<file path="config.mk">
export PLATFORM = sky130hd
export DESIGN_NAME = mul_seq_flat
export DESIGN_NICKNAME = d
export VERILOG_FILES = /design/src/rtl/mul_seq_pkg.sv /design/src/rtl/mul_seq_if.sv /design/src/rtl/mul_seq_alu_port_mux.sv /design/src/rtl/mul_seq.sv /design/src/flat_wrapper.sv
export SDC_FILE = /design/constraint.sdc
export NUM_CORES = 1
export LEC_CHECK = 0
export CAP_MARGIN = 25
export CELL_PAD_IN_SITES_DETAIL_PLACEMENT = 1
export CELL_PAD_IN_SITES_GLOBAL_PLACEMENT = 1
export CORE_UTILIZATION = 34
export DETAILED_ROUTE_END_ITERATION = 10
export GPL_TIMING_DRIVEN = 0
export HOLD_SLACK_MARGIN = 0.06
export PLACE_DENSITY_LB_ADDON = 0.2
export REMOVE_ABC_BUFFERS = 1
export SYNTH_ARGS = -nofsm -noshare
export SYNTH_HDL_FRONTEND = slang
export SYNTH_HIERARCHICAL = 1
export SYNTH_SLANG_ARGS = --single-unit
export TNS_END_PERCENT = 1
</file>
<file path="constraint.sdc">
create_clock -name clk -period 2.9 [get_ports clk]
set_input_delay 0.58 -clock clk [delete_from_list [all_inputs] [get_ports clk]]
set_output_delay 0.58 -clock clk [all_outputs]
set_load 0.01 [all_outputs]
</file>
<file path="src/rtl/mul_seq_pkg.sv">
// mul_seq_pkg: shared ALU opcode constants and the mul_seq state encoding.
// Imported by the multiply sequencer, its ALU port mux and the ALU bus
// interface.
package mul_seq_pkg;

   localparam logic [2:0] ALU_ADD = 3'b000;
   localparam logic [2:0] ALU_SUB = 3'b001;
   localparam logic [2:0] ALU_AND = 3'b010;
   localparam logic [2:0] ALU_OR  = 3'b011;
   localparam logic [2:0] ALU_XOR = 3'b100;
   localparam logic [2:0] ALU_LUI = 3'b101;
   localparam logic [2:0] ALU_SLL = 3'b110;
   localparam logic [2:0] ALU_SRL = 3'b111;

   typedef enum logic [2:0] {
      IDLE = 3'd0,
      ADD  = 3'd1,
      SHL  = 3'd2,
      SHR  = 3'd3,
      DONE = 3'd4
   } mul_state_t;

endpackage

</file>
<file path="src/rtl/mul_seq_if.sv">
// mul_seq_if: bus between the multiply sequencer and the shared ALU.
//   aluA/aluB  operands to the ALU inputA/inputB
//   aluOp      ALU opcode
//   aluShamt   ALU shift amount
//   aluOut     combinational ALU result
// master = sequencer side (drives operands), slave = ALU side.
interface mul_seq_if #(
   parameter int WIDTH = 32
);
   logic [WIDTH-1:0] aluA;
   logic [WIDTH-1:0] aluB;
   logic [2:0]       aluOp;
   logic [4:0]       aluShamt;
   logic [WIDTH-1:0] aluOut;

   modport master (
      output aluA, aluB, aluOp, aluShamt,
      input  aluOut
   );

   modport slave (
      input  aluA, aluB, aluOp, aluShamt,
      output aluOut
   );
endinterface

</file>
<file path="src/rtl/mul_seq_alu_port_mux.sv">
// alu_port_mux: chooses who drives the shared ALU.
//   sel=0 : datapath operands (dpA/dpB/dpOp/dpShamt) pass straight through
//   sel=1 : sequencer operands (seqA/seqB/seqOp/seqShamt)
// Purely combinational.
module alu_port_mux #(
   parameter int WIDTH = 32
) (
   input  logic             sel,
   input  logic [WIDTH-1:0] dpA,
   input  logic [WIDTH-1:0] dpB,
   input  logic [2:0]       dpOp,
   input  logic [4:0]       dpShamt,
   input  logic [WIDTH-1:0] seqA,
   input  logic [WIDTH-1:0] seqB,
   input  logic [2:0]       seqOp,
   input  logic [4:0]       seqShamt,
   output logic [WIDTH-1:0] aluA,
   output logic [WIDTH-1:0] aluB,
   output logic [2:0]       aluOp,
   output logic [4:0]       aluShamt
);
   always_comb begin
      if (sel) begin
         aluA     = seqA;
         aluB     = seqB;
         aluOp    = seqOp;
         aluShamt = seqShamt;
      end else begin
         aluA     = dpA;
         aluB     = dpB;
         aluOp    = dpOp;
         aluShamt = dpShamt;
      end
   end
endmodule

</file>
<file path="src/rtl/mul_seq.sv">
// mul_seq: multi-cycle unsigned shift-and-add multiplier that borrows the
// CPU's shared ALU. Produces the low WIDTH bits of opA*opB.
//   clk, rst_n        clock, async active-low reset
//   start, opA, opB   request; sampled only when idle
//   busy, stall       high whenever not idle (stall freezes the datapath)
//   done, product     one-cycle completion pulse; product holds until the
//                     next completion
//   dpA/dpB/dpOp/dpShamt  datapath ALU request, passed through when idle
//   alu               ALU bus (master side); sequencer owns it while busy
module mul_seq
   import mul_seq_pkg::*;
#(
   parameter int WIDTH = 32,
   parameter int CNT_W = $clog2(WIDTH)
) (
   input  logic             clk,
   input  logic             rst_n,
   input  logic             start,
   input  logic [WIDTH-1:0] opA,
   input  logic [WIDTH-1:0] opB,
   output logic             busy,
   output logic             done,
   output logic [WIDTH-1:0] product,
   output logic             stall,
   input  logic [WIDTH-1:0] dpA,
   input  logic [WIDTH-1:0] dpB,
   input  logic [2:0]       dpOp,
   input  logic [4:0]       dpShamt,
   mul_seq_if.master        alu
);

   mul_state_t       state, nxt;
   logic [WIDTH-1:0] acc, mc, mp;
   logic [CNT_W-1:0] cnt;

   logic [WIDTH-1:0] seq_a, seq_b;
   logic [2:0]       seq_op;
   logic [4:0]       seq_sh;
   logic [WIDTH-1:0] mux_a, mux_b;
   logic [2:0]       mux_op;
   logic [4:0]       mux_sh;

   // state register
   always_ff @(posedge clk or negedge rst_n) begin
      if (!rst_n) state <= IDLE;
      else        state <= nxt;
   end

   // next state and sequencer-side ALU drive; unused fields stay 0
   always_comb begin
      nxt    = state;
      seq_a  = '0;
      seq_b  = '0;
      seq_op = ALU_ADD;
      seq_sh = '0;
      case (state)
         IDLE: begin
            if (start) begin
               if (opB == '0)  nxt = DONE;
               else if (opB[0]) nxt = ADD;
               else             nxt = SHL;
            end
         end
         ADD: begin
            seq_a  = acc;
            seq_b  = mc;
            seq_op = ALU_ADD;
            nxt    = SHL;
         end
         SHL: begin
            seq_b  = mc;
            seq_op = ALU_SLL;
            seq_sh = 5'd1;
            nxt    = SHR;
         end
         SHR: begin
            seq_b  = mp;
            seq_op = ALU_SRL;
            seq_sh = 5'd1;
            // stop early once no multiplier bits remain
            if (alu.aluOut == '0 || cnt == CNT_W'(WIDTH-1)) nxt = DONE;
            else if (alu.aluOut[0])                          nxt = ADD;
            else                                             nxt = SHL;
         end
         DONE:    nxt = IDLE;
         default: nxt = IDLE;
      endcase
   end

   // working registers and result
   always_ff @(posedge clk or negedge rst_n) begin
      if (!rst_n) begin
         acc     <= '0;
         mc      <= '0;
         mp      <= '0;
         cnt     <= '0;
         product <= '0;
      end else begin
         case (state)
            IDLE: begin
               if (start) begin
                  acc <= '0;
                  mc  <= opA;
                  mp  <= opB;
                  cnt <= '0;
                  // zero multiplier skips every step, so load the result now
                  if (opB == '0) product <= '0;
               end
            end
            ADD: acc <= alu.aluOut;
            SHL: mc  <= alu.aluOut;
            SHR: begin
               mp  <= alu.aluOut;
               cnt <= cnt + 1'b1;
               // acc is already final here: ADD never follows the last SHR
               if (nxt == DONE) product <= acc;
            end
            default: ;
         endcase
      end
   end

   assign busy  = (state != IDLE);
   assign stall = busy;
   assign done  = (state == DONE);

   alu_port_mux #(.WIDTH(WIDTH)) u_mux (
      .sel      (busy),
      .dpA      (dpA),
      .dpB      (dpB),
      .dpOp     (dpOp),
      .dpShamt  (dpShamt),
      .seqA     (seq_a),
      .seqB     (seq_b),
      .seqOp    (seq_op),
      .seqShamt (seq_sh),
      .aluA     (mux_a),
      .aluB     (mux_b),
      .aluOp    (mux_op),
      .aluShamt (mux_sh)
   );

   assign alu.aluA     = mux_a;
   assign alu.aluB     = mux_b;
   assign alu.aluOp    = mux_op;
   assign alu.aluShamt = mux_sh;

endmodule

</file>
<file path="src/flat_wrapper.sv">
// flat-port wrapper written by rule: the top's interface ports become plain ports
module mul_seq_flat import mul_seq_pkg::*;
#(
   parameter int WIDTH = 32,
   parameter int CNT_W = $clog2(WIDTH)
)
  (clk, rst_n, start, opA, opB, busy, done, product, stall, dpA, dpB, dpOp, dpShamt, alu_aluA, alu_aluB, alu_aluOp, alu_aluShamt, alu_aluOut);
  mul_seq_if #(.WIDTH(WIDTH)) alu_i ();
  input  logic clk;
  input  logic rst_n;
  input  logic start;
  input  logic [WIDTH-1:0] opA;
  input  logic [WIDTH-1:0] opB;
  output logic busy;
  output logic done;
  output logic [WIDTH-1:0] product;
  output logic stall;
  input  logic [WIDTH-1:0] dpA;
  input  logic [WIDTH-1:0] dpB;
  input  logic [2:0] dpOp;
  input  logic [4:0] dpShamt;
  output wire logic [$bits(alu_i.aluA)-1:0] alu_aluA;
  output wire logic [$bits(alu_i.aluB)-1:0] alu_aluB;
  output wire logic [$bits(alu_i.aluOp)-1:0] alu_aluOp;
  output wire logic [$bits(alu_i.aluShamt)-1:0] alu_aluShamt;
  input wire logic [$bits(alu_i.aluOut)-1:0] alu_aluOut;
  assign alu_aluA = alu_i.aluA;
  assign alu_aluB = alu_i.aluB;
  assign alu_aluOp = alu_i.aluOp;
  assign alu_aluShamt = alu_i.aluShamt;
  assign alu_i.aluOut = alu_aluOut;
  mul_seq #(.WIDTH(WIDTH), .CNT_W(CNT_W)) u_core (.clk(clk), .rst_n(rst_n), .start(start), .opA(opA), .opB(opB), .busy(busy), .done(done), .product(product), .stall(stall), .dpA(dpA), .dpB(dpB), .dpOp(dpOp), .dpShamt(dpShamt), .alu(alu_i));
endmodule
</file>
==> key figures, run 1 <==
Status
  • Status: finished with violations
  • Violated checks: negative setup slack

Yosys
  • Fraction of registers with async set/reset: 100.0%
  • Register area share after synthesis: 43.07%
  • Syn Area/Cell: 9.577 um^2
  • Yosys top cell by area: dfrtp_1
  • Post-Synthesis Cells: 825
  • Largest cells by area after synthesis: dfrtp_1 (43%), mux2_4 (13%), nand2_1 (8.0%)
  • Yosys top cell area share: 43.07%
  • Syn Std Cell Area: 0.007901 mm^2
  • Unique masters post-synth: 37
  • Post-synthesis register bit count: 136
  • Ys Warns: 6
  • Most used flip-flop cell after synthesis: dfrtp_1
  • Number of flops mapped to enable cells by yosys: 0

Pwr
  • Max VDD drop: 0.5114 mV
  • Pwr dens: 1085 mW/mm^2
  • Pleak: 0.005968 uW

Route
  • DRT Wirelength: 31.56 mm
  • Post-DRT Antenna Nets: 0
  • Vias per cell: 5.404
  • Via count: 7,647
  • Drt wl/cell: 22.30 um
  • Drt pass-1 iters: 4
  • Number of remaining DRC errors: 0
  • Initial DRC count: 510

Place
  • Worst slack, placed: -1.436 ns
  • Quantity of I/O buffers inserted on ports: 277
  • Gpl congestion: 0.7623
  • Dpl hpwl: 18.71 mm

Floorplanning
  • Die Span X: 154.4 um
  • Core area: 0.02271 mm^2
  • Starting Density: 34.79%
  • Die H: 154.4 um
  • Cell Rows: 55
  • IO Pins: 278
  • Die ar.: 0.02385 mm^2

Global routing
  • Largest net degree at the start of global routing: 89
  • Vias in the first global route: 8,011
  • GRT Total Usage: 26.47%
  • Grt total ovfl: 0
  • Initial antenna violation count: 3
  • First-pass GRT wire length: 47.84 mm

Cells and area
  • Most frequent cells in the layout: clkdlybuf4s50_1 (205), nand2_1 (167), dfrtp_1 (133)
  • Final net count: 1,287
  • Ratio of cells with drive above 1 in the final layout: 19.34%
  • Most common cell after layout, fill and taps aside: clkdlybuf4s50_1
  • # fillers: 2,484
  • Fin util: 53.79%
  • Area delta synth->final: 54.58%

Setup path
  • Critical path's most frequent cell: buf_6
  • CP cell instances: buf_6 > nor2_4 > buf_12 > and2_4 > or2_4 > buf_6 > a22o_4 > mux2_4 > buf_6
  • WP buf/inv: 4
  • Crit end category: output pin
  • Crit path kind: reg2out
  • CP required: 2.32 ns
  • Crit-path max FO: 6
  • Slowest CP cell: dfrtp_2
  • WP data arrival: 2.34 ns
  • CP Launch Type: flip-flop
  • Slowest Stage Delay on Critical Path: 0.41 ns
  • Worst path top cell family by delay: simple AND/OR/NAND/NOR gates

Timing
  • Final Hold Fails: 0
  • Worst slew pin tran: 0.8768 ns
  • Setup ws final: -0.02347 ns
  • Clock skew: 0.01058 ns
  • Final setup viols: 7
  • Worst slew margin relative to its limit: 41.55%
  • Final Max Tran Viols: 0
  • Peak Freq: 0.3421 GHz
  • RSZ-0062 raised after global routing: true
  • Tcrit/Tclk final: 100.8%
  • Fin crit period: 2.923 ns

Min path
  • HP Class: in2async

Clock tree
  • Clk Latency, worst-skew pair: 0.42 ns
  • Root buffer cell: clkbuf_16
  • CTS tree: done
  • CTS H-tree depth: 4
  • Hold buffer count at CTS: 0
  • CTS buffer count: 17
  • CTS max path bufs: 2
  • Clk slew on worst S/H paths: 0.07 ns
  • Clock Sinks: 136

Flow run
  • Max-capacitance violation count: 0
## repair_timing
| item | 4_1_cts | 5_1_grt |
|---|---|---|
| gates resized for setup | 183 | 57 |
| cloned | 14 | 0 |
| setup buffers | 34 | 5 |
| pin swaps | 11 | 15 |
| setup endpoints to repair | 107 | 27 |
## state kept, by name, indices dropped and copies added (netlist names)
register / count
u_core/mc: 32
u_core/acc: 32
u_core/cnt: 5
u_core/mp: 32
u_core/product: 32
u_core/state: 3
## logic make-up after synthesis
group / share of synthesized area (%)
AND/OR/NAND/NOR: 21.76
AO/OA/AOI/OAI: 11.02
flip-flops: 43.07
multiplexers: 17.64
buffers and inverters: 6.144
adder cells (fa/ha/maj): 0.3167
other: 0.04746
## Yosys cell counts, drive strengths merged, types with 3 or more instances
library cell,instances
a31oi,32
and2,3
nor2,37
dfrtp,136
and3,33
a21oi,3
nor4,16
clkbuf,26
nand3,66
nand2,169
buf,46
o21ai,71
nand2b,32
a22o,32
nand4,5
mux2,72
mux2i,32
## stage by stage
step / TNS [ns] / hold WS (ns) / power (uW) / instances / area [um^2]
2_1_floorplan: -119.10 / 0.2844 / 6865 / 756 / 7435
3_3_place_gp: -1170.58 / 0.4674 / 9499 / 1318 / 10560
3_5_place_dp: -54.66 / 0.4720 / 9628 / 1329 / 10870
4_1_cts: -1.205 / 0.1022 / 12960 / 1408 / 12000
5_1_grt: -0.6616 / 0.1131 / 13930 / 1415 / 12210
6_report: -0.07601 / 0.08991 / 13250 / 1415 / 12210
## final cells by class
class / instances / area, um^2 / area share (%)
Antenna cell: 3 / 7.507 / 0.06146
Clock buffer: 19 / 442.9 / 3.626
Clock inverter: 13 / 148.9 / 1.219
Inverter: 2 / 50.05 / 0.4098
Multi-Input combinational cell: 624 / 4161 / 34.07
Sequential cell: 136 / 3410 / 27.91
Tap cell: 285 / 356.6 / 2.919
Timing Repair Buffer: 331 / 3620 / 29.64
Timing Repair inverter: 2 / 17.52 / 0.1434
## routing by layer
metal / global-route usage [%] / vias to the layer above / routed length [um]
met5: 0 / - / 0
met4: 9.241 / 0 / 756
met3: 4.175 / 51 / 1516
met2: 43.72 / 247 / 15380
met1: 35.15 / 3861 / 13900
li1: - / 3488 / -
## power by group
part	total (uW)	switching (uW)	internal, uW
sequential	3070	466	2610
combinational	7980	3700	4280
clock	2190	898	1300
total	13200	5070	8180
## final timing paths
| kind | start | depth (start not counted) | end | slack [ns] |
|---|---|---|---|---|
| max in group asynchronous | rst_n | 2 | u_core/state[0] | 1.93 |
| min in group clk | u_core/cnt[3] | 1 | u_core/cnt[3] | 0.48 |
| worst max register to register | u_core/state[0] | 7 | u_core/cnt[2] | 0.43 |
| worst max-delay path | u_core/state[2] | 9 | alu_aluB[16] | -0.02 |
| worst min register to register | u_core/cnt[3] | 1 | u_core/cnt[3] | 0.48 |
| worst min-delay path | rst_n | 1 | u_core/product[5] | 0.09 |
(Power assumes the default switching activity.)
==> run 2: changes to the inputs <==
- CORE_UTILIZATION: 34 -> 31
- clock period: 2.9 -> 2.4 ns (I/O delays scaled with it)
==> key figures, run 2 (same netlist as run 1, synthesis figures left out) <==
Status
  • Status: finished with violations
  • Violated checks: negative setup slack

Cells and area
  • Area delta synth->final: 55.19%
  • Final net count: 1,283
  • Most frequent cells in the layout: clkdlybuf4s50_1 (203), nand2_1 (167), dfrtp_1 (133)
  • Fin util: 48.83%
  • Ratio of cells with drive above 1 in the final layout: 22.46%
  • Ant diodes: 0
  • # fillers: 2,821
  • Most common cell after layout, fill and taps aside: clkdlybuf4s50_1

Setup path
  • WP data arrival: 2.33 ns
  • CP Launch Type: flip-flop
  • Crit-path max FO: 5
  • Crit end category: output pin
  • R2R setup slack: -0.21 ns
  • CP required: 1.92 ns
  • Crit path kind: reg2out

Clock tree
  • CTS tree: done
  • CTS buffer count: 17
  • Root buffer cell: clkbuf_16
  • Clock Sinks: 136
  • Hold buffer count at CTS: 0
  • Clk Latency, worst-skew pair: 0.43 ns
  • Clk slew on worst S/H paths: 0.06 ns
  • CTS max path bufs: 2
  • CTS H-tree depth: 4

Timing
  • Clock skew: 0.01158 ns
  • Fin crit period: 2.807 ns
  • Worst slew pin tran: 0.7299 ns
  • Final Max Tran Viols: 0
  • Setup ws final: -0.4065 ns
  • Tcrit/Tclk final: 116.9%
  • Hold WS: 0.07352 ns
  • RSZ-0062 raised after global routing: true
  • Final setup viols: 111
  • Peak Freq: 0.3563 GHz
  • Final Hold Fails: 0
  • Worst slew margin relative to its limit: 50.89%

Floorplanning
  • IO Pins: 278
  • Starting Density: 31.47%
  • Cell Rows: 58
  • Die Span X: 161.7 um
  • Die ar.: 0.02613 mm^2
  • Die H: 161.7 um
  • Core area: 0.02511 mm^2

Place
  • Dpl hpwl: 19.23 mm
  • Quantity of I/O buffers inserted on ports: 277
  • Gpl congestion: 0.7638

Route
  • Drt wl/cell: 22.16 um
  • Post-DRT Antenna Nets: 0
  • Via count: 7,495
  • Drt pass-1 iters: 6
  • Number of remaining DRC errors: 0
  • Initial DRC count: 295
  • DRT Wirelength: 32.18 mm
  • Vias per cell: 5.162

Global routing
  • Vias in the first global route: 7,913
  • GRT Total Usage: 24.41%
  • Grt total ovfl: 0
  • Largest net degree at the start of global routing: 71
  • First-pass GRT wire length: 48.05 mm
  • Initial antenna violation count: 0

Pwr
  • Pwr dens: 1321 mW/mm^2
  • Max VDD drop: 0.4715 mV
  • Total power: 16,200 uW
  • Pleak: 0.005689 uW

Min path
  • HP Class: in2async

Flow run
  • Max-capacitance violation count: 0
## run 2: area by class of cell
class / count / area (um^2) / share of cell area (%)
Timing Repair inverter: 3 / 31.28 / 0.2551
Inverter: 2 / 40.04 / 0.3265
Multi-Input combinational cell: 626 / 4213 / 34.36
Sequential cell: 136 / 3410 / 27.81
Clock buffer: 17 / 425.4 / 3.469
Tap cell: 330 / 412.9 / 3.367
Timing Repair Buffer: 324 / 3532 / 28.81
Clock inverter: 14 / 197.7 / 1.612
## run 2: through the flow
stage | cells | worst slack, ns | cell area [um^2] | TNS, ns
CTS | 1447 | -0.3957 | 12140 | -32.50
global placement | 1363 | -5.187 | 10620 | -1325.29
global route | 1452 | -0.4416 | 12260 | -30.22
detailed placement | 1373 | -1.760 | 10910 | -115.07
floorplan | 756 | -1.768 | 7435 | -196.58
finish | 1452 | -0.4065 | 12260 | -23.15
## run 2: timing repair
| item | 4_1_cts | 5_1_grt |
|---|---|---|
| endpoints found under the setup margin | 117 | 169 |
| gates cloned | 13 | 4 |
| pin swaps | 21 | 10 |
| resized for setup | 370 | 46 |
| endpoints found under the hold margin | 0 | 0 |
| setup buffers | 32 | 1 |
## run 2: final timing paths
check / startpoint / end / cells after the start
setup / recovery: u_core/state[0] / alu_aluB[26] / 7
hold / removal: rst_n / u_core/product[4] / 1
setup reg to reg: u_core/state[0] / u_core/product[5] / 12
hold reg to reg: u_core/cnt[3] / u_core/cnt[3] / 1
max in group asynchronous: rst_n / u_core/state[1] / 2
min in group clk: u_core/cnt[3] / u_core/cnt[3] / 1
## run 2: per-layer routing
layer	up-vias	wire length [um]	global-route usage, %
li1	3477	-	-
met5	-	0	0
met2	214	15670	40.77
met1	3770	14530	32.29
met4	0	645	7.118
met3	34	1335	4.265
## run 2: critical path: stages (launching register included)
cell and delay, ns:
dfrtp_4 0.54, buf_16 0.15, and2_4 0.18, or2_4 0.27, buf_6 0.13, a22o_1 0.24
mux2_4 0.27, buf_6 0.12
## run 2: where the power goes
group,internal (uW),switching (uW)
clock network,1740,1100
registers,3150,565
logic,5130,4510
==> run 3: changes to the inputs <==
- ABC_AREA: not set -> 0
==> results of run 3 <==
Same layout as run 2: the final DEF is identical, and so are final timing and power.
